**src/rtl/load_store_unit.sv**
```systemverilog
// load_store_unit: bridges the datapath data-memory port to a valid/ready bus.
// Each load/store becomes one bus transaction; stall holds the pipeline until
// the access commits, and misaligned accesses or bus timeouts pulse fault.
// Ports:
//   clk, reset              clock, synchronous active-high reset
//   MemRead, MemWrite       load / store request (both high = store)
//   funct3                  access size and sign
//   Addr, WrData            effective address, store data
//   RdData                  extended load result, non-zero only in DONE
//   stall, fault            pipeline hold, one-cycle error pulse
//   bus_req/we/addr/wdata/wstrb, bus_ready, bus_rdata   data bus
module load_store_unit #(
  parameter int unsigned TIMEOUT = 16,
  parameter int unsigned CNT_W   = 5
) (
  input  logic        clk,
  input  logic        reset,
  input  logic        MemRead,
  input  logic        MemWrite,
  input  logic [2:0]  funct3,
  input  logic [31:0] Addr,
  input  logic [31:0] WrData,
  output logic [31:0] RdData,
  output logic        stall,
  output logic        fault,
  output logic        bus_req,
  output logic        bus_we,
  output logic [31:0] bus_addr,
  output logic [31:0] bus_wdata,
  output logic [3:0]  bus_wstrb,
  input  logic        bus_ready,
  input  logic [31:0] bus_rdata
);

  typedef enum logic [1:0] {S_IDLE, S_REQ, S_DONE} state_e;

  localparam logic [1:0] SZ_B = 2'd0;
  localparam logic [1:0] SZ_H = 2'd1;
  localparam logic [1:0] SZ_W = 2'd2;

  state_e           state_q, state_d;
  logic [31:0]      addr_q, addr_d;
  logic             we_q, we_d;
  logic [3:0]       strb_q, strb_d;
  logic [31:0]      wdata_q, wdata_d;
  logic [1:0]       size_q, size_d;
  logic             sign_q, sign_d;
  logic [1:0]       off_q, off_d;
  logic [CNT_W-1:0] cnt_q, cnt_d;
  logic [31:0]      rdata_q, rdata_d;
  logic             tmo_q, tmo_d;

  logic             access;
  logic             misalign;
  logic [1:0]       size_c;
  logic [3:0]       strb_c;
  logic [31:0]      wdata_c;
  logic [7:0]       byte_c;
  logic [15:0]      half_c;

  assign access = MemRead | MemWrite;

  // Request decode: size, alignment, store lanes
  always_comb begin
    size_c  = SZ_W;
    strb_c  = 4'b0000;
    wdata_c = 32'd0;
    case (funct3[1:0])
      2'b00:   size_c = SZ_B;
      2'b01:   size_c = SZ_H;
      default: size_c = SZ_W;
    endcase
    misalign = access & (((size_c == SZ_H) & Addr[0]) |
                         ((size_c == SZ_W) & (Addr[1:0] != 2'b00)));
    if (MemWrite) begin
      case (size_c)
        SZ_B: begin
          strb_c  = 4'b0001 << Addr[1:0];
          wdata_c = {4{WrData[7:0]}};
        end
        SZ_H: begin
          strb_c  = 4'b0011 << Addr[1:0];
          wdata_c = {2{WrData[15:0]}};
        end
        default: begin
          strb_c  = 4'b1111;
          wdata_c = WrData;
        end
      endcase
    end
  end

  // State and captured transaction
  always_ff @(posedge clk) begin
    if (reset) begin
      state_q <= S_IDLE;
      addr_q  <= 32'd0;
      we_q    <= 1'b0;
      strb_q  <= 4'd0;
      wdata_q <= 32'd0;
      size_q  <= 2'd0;
      sign_q  <= 1'b0;
      off_q   <= 2'd0;
      cnt_q   <= '0;
      rdata_q <= 32'd0;
      tmo_q   <= 1'b0;
    end else begin
      state_q <= state_d;
      addr_q  <= addr_d;
      we_q    <= we_d;
      strb_q  <= strb_d;
      wdata_q <= wdata_d;
      size_q  <= size_d;
      sign_q  <= sign_d;
      off_q   <= off_d;
      cnt_q   <= cnt_d;
      rdata_q <= rdata_d;
      tmo_q   <= tmo_d;
    end
  end

  // Next state, stall and fault
  always_comb begin
    state_d = state_q;
    addr_d  = addr_q;
    we_d    = we_q;
    strb_d  = strb_q;
    wdata_d = wdata_q;
    size_d  = size_q;
    sign_d  = sign_q;
    off_d   = off_q;
    cnt_d   = cnt_q;
    rdata_d = rdata_q;
    tmo_d   = tmo_q;
    stall   = 1'b0;
    fault   = 1'b0;
    case (state_q)
      S_IDLE: begin
        if (access && !misalign) begin
          stall   = 1'b1;
          state_d = S_REQ;
          addr_d  = {Addr[31:2], 2'b00};
          we_d    = MemWrite;
          strb_d  = strb_c;
          wdata_d = wdata_c;
          size_d  = size_c;
          sign_d  = ~funct3[2];
          off_d   = Addr[1:0];
          cnt_d   = '0;
          rdata_d = 32'd0;
          tmo_d   = 1'b0;
        end else if (misalign) begin
          fault = 1'b1;
        end
      end
      S_REQ: begin
        stall = 1'b1;
        if (bus_ready) begin
          if (!we_q) rdata_d = bus_rdata;
          state_d = S_DONE;
        end else if (cnt_q == CNT_W'(TIMEOUT - 1)) begin
          tmo_d   = 1'b1;
          state_d = S_DONE;
        end else begin
          cnt_d = cnt_q + CNT_W'(1);
        end
      end
      S_DONE: begin
        // Request inputs are still high here; returning to IDLE unconditionally
        // keeps the same instruction from launching a second transaction.
        fault   = tmo_q;
        state_d = S_IDLE;
      end
      default: state_d = S_IDLE;
    endcase
    if (reset) begin
      stall = 1'b0;
      fault = 1'b0;
    end
  end

  // Load extraction from the captured word
  always_comb begin
    case (off_q)
      2'd0:    byte_c = rdata_q[7:0];
      2'd1:    byte_c = rdata_q[15:8];
      2'd2:    byte_c = rdata_q[23:16];
      default: byte_c = rdata_q[31:24];
    endcase
    half_c = off_q[1] ? rdata_q[31:16] : rdata_q[15:0];
    RdData = 32'd0;
    if (state_q == S_DONE && !tmo_q && !we_q) begin
      case (size_q)
        SZ_B:    RdData = {{24{sign_q & byte_c[7]}}, byte_c};
        SZ_H:    RdData = {{16{sign_q & half_c[15]}}, half_c};
        default: RdData = rdata_q;
      endcase
    end
  end

  assign bus_req   = (state_q == S_REQ);
  assign bus_we    = we_q;
  assign bus_addr  = addr_q;
  assign bus_wdata = wdata_q;
  assign bus_wstrb = strb_q;

endmodule

```
**config.mk**
```make
export PLATFORM = sky130hd
export DESIGN_NAME = load_store_unit
export DESIGN_NICKNAME = d
export VERILOG_FILES = /design/src/rtl/load_store_unit.sv
export SDC_FILE = /design/constraint.sdc
export NUM_CORES = 1
export LEC_CHECK = 0
export BUFFER_PORTS_ARGS = -buffer_cell sky130_fd_sc_hd__buf_2
export CORE_MARGIN = 2
export CORE_UTILIZATION = 40
export CTS_CLUSTER_DIAMETER = 30
export DETAILED_ROUTE_END_ITERATION = 10
export GPL_TIMING_DRIVEN = 0
export PLACE_DENSITY = 0.65
export SYNTH_ARGS = -nofsm -noshare
export SYNTH_HDL_FRONTEND = slang
export SYNTH_SLANG_ARGS = --single-unit
```
**constraint.sdc**
```tcl
create_clock -name clk -period 2.6 [get_ports clk]
set_input_delay 0.52 -clock clk [delete_from_list [all_inputs] [get_ports clk]]
set_output_delay 0.52 -clock clk [all_outputs]
set_load 0.01 [all_outputs]
```
==> summary.md <==
| Metric | Value |
|---|---|
| DR vias | `5563` |
| DRC | `0` |
| Crit start category | `register` |
| Skew final | `0.0124 ns` |
| Clock-pin slew on the worst setup and hold paths | `0.08 ns` |
| Remaining Overflow, GRT | `0` |
| Worst-Margin Slew | `0.762 ns` |
| Total Routed Length | `17100 µm` |
| CTS Sinks | `112` |
| Fin cells | `1090` |
| Post-synth top area cell | `dfxtp_1` |
| CTS tree | `done` |
| Vias in the first global route | `5218` |
| Crit. End Element | `output port` |
| First-pass GRT wire length | `26400 µm` |
| Setup CP Type | `reg -> out` |
| Status | `completed` |
| Syn avg cell area | `7.98 µm²` |
| Area growth syn-to-layout | `34.2%` |
| M2 GR Usage | `38.9%` |
| RSZ-0062 raised after global routing | `true` |
| Core footprint | `13300 µm²` |
| Total Routing Usage GR | `23.0%` |
| Post-synthesis mux area share | `13.0%` |
| Cells along the critical path | `buf_6 -> or4b_4 -> buf_2 -> nor3_1 -> buf_2` |
| Maximum vdd drop | `0.000468 V` |
| Critical-path top delay cell | `or4b_4` |
| Kind of path behind the tightest hold check | `in -> reg` |
| Worst skew pair latency | `0.36 ns` |
| Internal power | `2.79 mW` |
| Final HPWL DP | `12800 µm` |
| Share of layout cells above drive strength 1 | `34.5%` |
| 1st-iter DRT viols | `401` |
| Slew headroom | `49.0%` |
| Count leader, synth | `nand2_1` |
| DR WL/cell | `15.7 µm` |
| Top-Level Pins | `208` |
| CP arrival | `2.03 ns` |
| Final setup viols | `0` |
| Yosys reg bits | `112` |
| Crit path time final | `2.55 ns` |
| Synthesized cell area | `5460 µm²` |
| # diodes | `0` |
| NetSw | `1.15 mW` |
| Worst path most repeated cell | `buf_2` |
| Post-synthesis simple-gate area fraction | `25.4%` |
| Yosys top cell area share | `41.1%` |
| GP Congestion | `0.885` |
| CTS max path bufs | `2` |
| Clk pwr share | `33.4%` |
| Max Cap Violations | `0` |
| Yosys Warn Count | `0` |
| Commonest cells in the netlist | `nand2_1 (159), dfxtp_1 (112), a21oi_1 (77), nor2_1 (46), nand3_1 (36)` |
| Sequential share of power | `46.9%` |
| Post-Synth Adder-Cell Area | `0.458%` |
| Net Sw Frac | `29.3%` |
| Number of library cell types mapped by synthesis | `47` |
| PwrDens | `538 nW/µm²` |
| Root Buffer | `clkbuf_16` |
| Ys async rst share | `0%` |
| WP data required | `2.08 ns` |
| H-tree depth | `3` |
| Via density | `5.10` |
| Port-buffer cells | `203` |
| Die Span X | `121 µm` |
| Hold Violations, Final | `0` |
| Sequential share of the synthesized area | `41.1%` |
| Ys flop type | `dfxtp_1` |
| Max frequency | `392 MHz` |
| EDFF count, synth | `0` |
| XOR/XNOR share of the synthesized area | `0.160%` |
| ANT nets after route | `0` |
| Initial antenna violation count | `0` |
| Largest family of logic cells by synthesized area | `simple AND/OR/NAND/NOR gates` |
| Fill cells | `1270` |
| Compound-Gate Fraction of Synth Area | `13.7%` |
| Top cells by area, synth | `dfxtp_1 (41%), nand2_1 (11%), a21oi_1 (7.1%), mux2i_1 (6.2%), mux2_2 (3.5%)` |
| Starting Density | `41.1%` |
| Total CTS buffers | `9` |
| Final core occ | `55.1%` |
| Final Slew Violations | `0` |
| Met1 Use GR | `28.2%` |
| Crit Path Max Fanout | `10` |
| Die Ht | `121 µm` |
| Rows | `42` |
| Largest net degree at the start of global routing | `19` |
| Syn Inst Count | `684` |
| Total Die Area | `14600 µm²` |
| Max incr delay on CP | `0.54 ns` |
| M3 GR Usage | `7.74%` |
| Global routing's busiest layer | `met2` |
| Leakage power | `3.23 nW` |
| Dpl cells | `1064` |
| Final nets | `1015` |
| Detailed-router iteration count before antenna repair | `5` |
| Fin crit share | `98.2%` |
| Part of the power in combinational logic | `19.7%` |
==> power groups by stage <==
stage               combinational (mW)  sequential (mW)  clock [mW]
finish                           0.776             1.85        1.32
global route                     0.851             1.86        1.42
CTS                              0.757             1.85        1.35
detailed placement               0.726             1.88           0
global placement                 0.723             1.88           0
floorplan                        0.423             1.90           0
==> cell usage in the layout, fill, tap and decap left out, types with 3 or more instances in the layout <==
master,count
buf_6,9
nand4b_1,7
clkbuf_16,9
dfxtp_1,108
o31ai_1,7
nor3_1,10
nor4_1,3
a21oi_1,75
o22ai_1,8
nor2_1,46
and2_1,26
clkbuf_1,32
o211ai_1,3
nand2_2,11
buf_1,3
clkinvlp_4,3
mux2i_1,34
nand3_1,36
a221oi_2,4
inv_1,13
mux2_2,17
buf_12,3
buf_4,12
mux4_2,8
dfxtp_2,4
nand2_1,148
o21ai_0,17
a221oi_4,3
buf_2,215
==> per-stage QoR <==
| step | hold slack [ns] | setup TNS (ns) | setup slack (ns) | area (µm²) | power (mW) |
|---|---|---|---|---|---|
| after floorplan | 0.464 | 0 | 0.0638 | 5460 | 2.33 |
| after global placement | 0.437 | -0.170 | -0.170 | 6700 | 2.60 |
| after detailed placement | 0.442 | -0.160 | -0.160 | 6700 | 2.61 |
| after CTS | 0.345 | -0.00232 | -0.00232 | 7120 | 3.95 |
| after global routing | 0.337 | -0.197 | -0.0284 | 7320 | 4.13 |
| final | 0.367 | 0 | 0.0466 | 7320 | 3.94 |
==> cells by family after synthesis <==
| logic type | Yosys count |
|---|---|
| buffers and inverters | 74 |
| muxes | 59 |
| xor gates and xnor gates | 1 |
| AOI/OAI and AO/OA | 129 |
| other | 1 |
| DFF | 112 |
| adders and majority gates | 2 |
| and+or+nand+nor | 306 |
==> worst paths after layout <==
check / start / to / slack [ns] / cells after the start
worst min register to register: bus_wdata[11]$_SDFFE_PP0P_ / bus_wdata[11]$_SDFFE_PP0P_ / 0.45 / 2
worst max register to register: state_q[1]$_SDFFE_PP0P_ / bus_we$_SDFFE_PP0P_ / 0.37 / 9
worst max-delay path: state_q[1]$_SDFFE_PP0P_ / RdData[15] / 0.05 / 5
worst min-delay path: funct3[2] / sign_q$_SDFFE_PP0P_ / 0.37 / 2
==> worst max-delay path: cells and delay by family (launching register included) <==
kind          cells  cell delay [ns]
simple gates      2             0.83
buf+inv           3             0.52
flops             1             0.33
==> what timing repair did <==
action / CTS / global route
cloned: 1 / 1
setup endpoints to repair: 33 / 30
pin swaps: 6 / 4
setup buffers: 8 / 5
gates resized for setup: 20 / 35
hold buffers: 0 / 0
==> flip-flops by register name (all words and copies together), names as in the netlist <==
register / cells
sign_q: 1
tmo_q: 1
bus_we: 1
bus_wstrb: 4
state_q: 2
bus_addr: 30
bus_wdata: 32
off_q: 2
cnt_q: 5
rdata_q: 32
size_q: 2
==> layer usage <==
metal,up-vias,part of all wire [%]
met5,-,0
met4,0,1.9
met3,26,7.2
met2,190,48
met1,2563,42
li1,2784,-
==> cell type report <==
class	count	area, µm²	area share (%)
Clock buffer	11	233	3.18
Tap cell	176	220	3.01
Clock inverter	5	42.5	0.581
Multi-Input combinational cell	499	3040	41.6
Sequential cell	112	2250	30.7
Inverter	13	48.8	0.666
Timing Repair Buffer	218	1210	16.6
Buffer	56	274	3.74
Power figures use the tool's default switching activity.
